--- config.mk ---
export PLATFORM = sky130hd
export DESIGN_NAME = lab4_sys_ring_router_input_unit
export DESIGN_NICKNAME = d
export VERILOG_FILES = /design/src/rtl/lab4_sys_ring_router_input_unit.sv
export SDC_FILE = /design/constraint.sdc
export NUM_CORES = 1
export LEC_CHECK = 0
export CORE_ASPECT_RATIO = 0.6
export CORE_MARGIN = 2
export CORE_UTILIZATION = 50
export DETAILED_ROUTE_END_ITERATION = 10
export GPL_ROUTABILITY_DRIVEN = 0
export GPL_TIMING_DRIVEN = 1
export PLACE_DENSITY = 0.81
export SLEW_MARGIN = 20
export SYNTH_ARGS = -nofsm -noshare
export SYNTH_HDL_FRONTEND = slang
export SYNTH_SLANG_ARGS = --single-unit
--- constraint.sdc ---
create_clock -name clk -period 15 [get_ports clk]
set_input_delay 3 -clock clk [delete_from_list [all_inputs] [get_ports clk]]
set_output_delay 3 -clock clk [all_outputs]
set_load 0.05 [all_outputs]
--- src/rtl/lab4_sys_ring_router_input_unit.sv ---
// lab4_sys_ring_router_input_unit: buffered ring-router input port that queues net messages and routes the head entry
// Ports: clk/reset (async active-high); router_id static id of this router;
//   istream_msg/val/rdy inbound message handshake;
//   ostream_msg head message, ostream_val one-hot {west,east,terminal}, ostream_rdy per-direction ready;
//   num_entries current queue occupancy.
module lab4_sys_ring_router_input_unit #(
  parameter int p_msg_nbits   = 89,
  parameter int p_num_entries = 2,
  parameter int p_num_routers = 4
) (
  input  logic                               clk,
  input  logic                               reset,
  input  logic [1:0]                         router_id,
  input  logic [p_msg_nbits-1:0]             istream_msg,
  input  logic                               istream_val,
  output logic                               istream_rdy,
  output logic [p_msg_nbits-1:0]             ostream_msg,
  output logic [2:0]                         ostream_val,
  input  logic [2:0]                         ostream_rdy,
  output logic [$clog2(p_num_entries):0]     num_entries
);
  localparam int c_pw = $clog2(p_num_entries);
  localparam int c_cw = c_pw + 1;
  localparam logic [c_cw-1:0] c_full = c_cw'(p_num_entries);
  localparam logic [1:0] c_half = 2'(p_num_routers / 2);
  logic [p_msg_nbits-1:0] mem_q [p_num_entries];
  logic [c_pw-1:0] head_q, head_d, tail_q, tail_d;
  logic [c_cw-1:0] count_q, count_d;
  logic enq, deq, tie_west;
  logic [1:0] fwd;
  logic [2:0] route;
  // ready drops while full even if the head leaves this cycle: no pipelined ready
  assign istream_rdy = !reset && (count_q < c_full);
  assign enq = istream_val && istream_rdy;
  assign ostream_msg = mem_q[head_q];
  // hop distance around the ring; 2-bit wraparound gives the modulo for free
  assign fwd = ostream_msg[p_msg_nbits-1 -: 2] - router_id;
  // src[0] breaks the half-ring tie
  assign tie_west = ostream_msg[p_msg_nbits-4];
  assign route = fwd == 2'd0 ? 3'b001 :
                 fwd < c_half ? 3'b010 :
                 fwd > c_half ? 3'b100 :
                 tie_west ? 3'b100 : 3'b010;
  assign ostream_val = (count_q != '0) ? route : 3'b000;
  assign deq = |(ostream_val & ostream_rdy);
  assign num_entries = count_q;
  always_comb begin
    head_d = deq ? head_q + c_pw'(1) : head_q;
    tail_d = enq ? tail_q + c_pw'(1) : tail_q;
    count_d = count_q + c_cw'(enq) - c_cw'(deq);
  end
  always_ff @(posedge clk or posedge reset) begin
    if (reset) begin
      head_q <= '0;
      tail_q <= '0;
      count_q <= '0;
    end else begin
      head_q <= head_d;
      tail_q <= tail_d;
      count_q <= count_d;
    end
  end
  always_ff @(posedge clk) begin
    if (enq) mem_q[tail_q] <= istream_msg;
  end
endmodule

==> flow_summary.json <==
{
  "critPathArrivalTime_ps": 5310,
  "cap_violations": 0,
  "first_pass_iters": 4,
  "worstMarginPinSlew_ps": 649.4,
  "viasPerCell": 5.115,
  "setup_violations": 0,
  "p_int_uw": 1122,
  "preCtsSetupSlack_ps": 6690,
  "syn_area_mm2": 0.006716,
  "synth-seq-area-share_pct": 81.07,
  "yosysUniqueCellTypes": 22,
  "row_count": 32,
  "ant_nets": 0,
  "dpl.cell_count": 666,
  "core_mm2": 0.01297,
  "hold_viol": 0,
  "cts_resized": 0,
  "avgSynthCellArea_um2": 21.60,
  "ff_latch_area_mm2": 0.005449,
  "hold_class": "reg2reg",
  "p_per_area_mw_per_mm2": 194.6,
  "drt-total-wl_um": 13120,
  "io_buffers": 191,
  "status": "completed",
  "clock_sinks": 182,
  "clk_latency_ps": 420,
  "synth-seq-cells": 182,
  "synth_fp_nets": 411,
  "finalNonFillerCells": 698,
  "start_util_pct": 51.77,
  "max_slew_margin_pct": 56.71,
  "cts_buffers": 17,
  "vdd_drop_max_uv": 139.9,
  "drt-wirelength-per-cell_um": 18.80,
  "cts_setup_buffers": 0,
  "finalCritPeriodShare_pct": 55.40,
  "vias": 3570,
  "drive_gt1_share_pct": 23.86,
  "multi_input_area_mm2": 0.001222,
  "htreeDepth": 4,
  "place.detailed.hpwl_um": 8533,
  "postSynthCellCount": 311,
  "tritoncts": "built",
  "worstPathRequired_ps": 12000,
  "clkSlewWorstSetupHoldPaths_ps": 70,
  "period_needed_ps": 8310,
  "hold_slack_ps": 576.1,
  "power_uw": 1827,
  "p_sw_uw": 704.3,
  "fmax_mhz": 120.3,
  "critPathMaxFanout": 4,
  "p_leak_uw": 0.003177,
  "grt_util_all_layers_pct": 18.27,
  "skew_ps": 8.270,
  "setup-tns-final_ps": 0,
  "power_frac_clock_pct": 22.3,
  "die_x_um": 153.6,
  "ios": 192,
  "grt_pass1_wl_um": 19490,
  "die_y_um": 93.78,
  "diodes": 0,
  "syn_to_final_growth_pct": 39.75,
  "grt_max_degree": 47,
  "nFillCells": 813,
  "dieArea_mm2": 0.01441,
  "setup_ws_ps": 6690,
  "yosys_warnings": 0,
  "postCtsHoldBufs": 0,
  "cts_root_buf": "clkbuf_16",
  "rsz0062_at_grt": "false",
  "power_frac_comb_pct": 41.6,
  "path_class": "in2out",
  "cts_buffer_depth": 2,
  "worstSetupStartpointType": "input pin",
  "slew_violations": 0,
  "drtIter0Drc": 180,
  "nNetsFinal": 615,
  "grt_pass1_vias": 3672,
  "swShare_pct": 38.56,
  "endpoint_kind": "output pin",
  "seq_power_share_pct": 36.1,
  "antenna_found_initial": 0,
  "remaining_drc_errors": 0,
  "grt-ovfl-total": 0
}
-- cell usage in the layout, fill, tap and decap left out --
cell type,Yosys,layout
and3b_1,1,1
inv_8,0,2
ha_1,3,3
nor3b_1,1,1
xnor2_2,1,1
buf_4,1,4
mux2_4,2,2
and3_4,0,1
nor2_4,0,1
dfrtp_1,4,3
clkinv_1,0,3
mux2_2,86,86
clkinv_4,0,2
clkdlybuf4s50_1,0,191
xor2_1,2,2
o31ai_4,1,1
xnor2_1,3,3
nor2_1,5,4
dfrtp_4,0,1
edfxtp_1,178,178
a21oi_1,1,1
inv_6,0,6
o21ai_0,1,1
nand2_1,3,3
clkinv_2,0,1
inv_1,5,5
clkinvlp_4,0,1
clkbuf_16,0,17
mux2i_1,3,3
-- logic make-up (layout without fill, tap and decap cells) --
group	after synthesis	count (layout)	share of synthesized area, %
AND/OR/NAND/NOR	11	11	0.7826
XOR/XNOR	6	6	0.8944
flip-flops	182	182	81.07
AO/OA/AOI/OAI	3	3	0.4656
adder cells (fa/ha/maj)	3	3	0.5589
buffers and inverters	15	232	0.9128
multiplexers	91	91	15.31
-- path summary, 6_finish.rpt --
path / end / slack (ps) / start / cells after the start
setup / recovery: ostream_val[1] / 6690 / router_id[0] / 7
hold / removal: num_entries[1] / 580 / num_entries[1] / 1
setup reg to reg: num_entries[1] / 11760 / head_q / 11
hold reg to reg: num_entries[1] / 580 / num_entries[1] / 1
max in group asynchronous: head_q / 11990 / reset / 2
min in group asynchronous: num_entries[1] / 2820 / reset / 2
-- power groups by stage --
stage	registers, µW	logic (µW)	clock network, µW
2_1_floorplan	655	534	0
4_1_cts	661	765	414
3_5_place_dp	671	758	0
6_report	659	760	408
3_3_place_gp	666	753	0
5_1_grt	666	788	436
-- synthesized netlist by cell type --
cell type  number  area share, %
xnor2_2         1           0.24
xnor2_1         3           0.39
mux2i_1         3           0.45
a21oi_1         1          0.074
edfxtp_1      178             80
buf_2           1          0.074
and3b_1         1           0.13
dfrtp_1         4            1.5
ha_1            3           0.56
nor2_1          5           0.28
o31ai_4         1           0.32
buf_1           2           0.11
inv_1           5           0.28
nor3b_1         1           0.11
clkbuf_1        6           0.34
buf_4           1           0.11
mux2_4          2           0.45
xor2_1          2           0.26
and3_1          1          0.093
mux2_2         86             14
o21ai_0         1          0.074
nand2_1         3           0.17
-- worst max-delay path: stages --
cell and delay, ps:
clkdlybuf4s50_1 410, ha_1 210, xor2_1 160, xnor2_2 270
mux2_4 360, nor2_1 100, clkdlybuf4s50_1 810
-- through the flow --
stage | cell area, µm² | utilization (%)
finish | 9387 | 72.36
global route | 9387 | 72.36
CTS | 9387 | 72.36
detailed placement | 8845 | 68.18
global placement | 8845 | 68.18
floorplan | 6716 | -
-- sequential cells by signal (all words and copies together) (netlist names) --
register and count:
head_q 1, mem_q 178, num_entries 2, tail_q 1
-- final cells by class --
type	instances	share of cell area, %
clock buffer	17	4.532
clock inverter	15	1.240
inverter	5	0.1999
multi-input combinational	114	13.02
sequential	182	58.05
tap	170	2.266
timing repair buffer	195	20.69
-- layer usage --
layer  vias up  global-route usage [%]  routed length [µm]
met5         -                       0                   0
met4         0                   6.881                 206
met3        16                   5.720                 975
met2       153                   27.11                5853
met1      1764                   25.62                6089
li1       1637                       -                   -
Power figures use the tool's default switching activity.
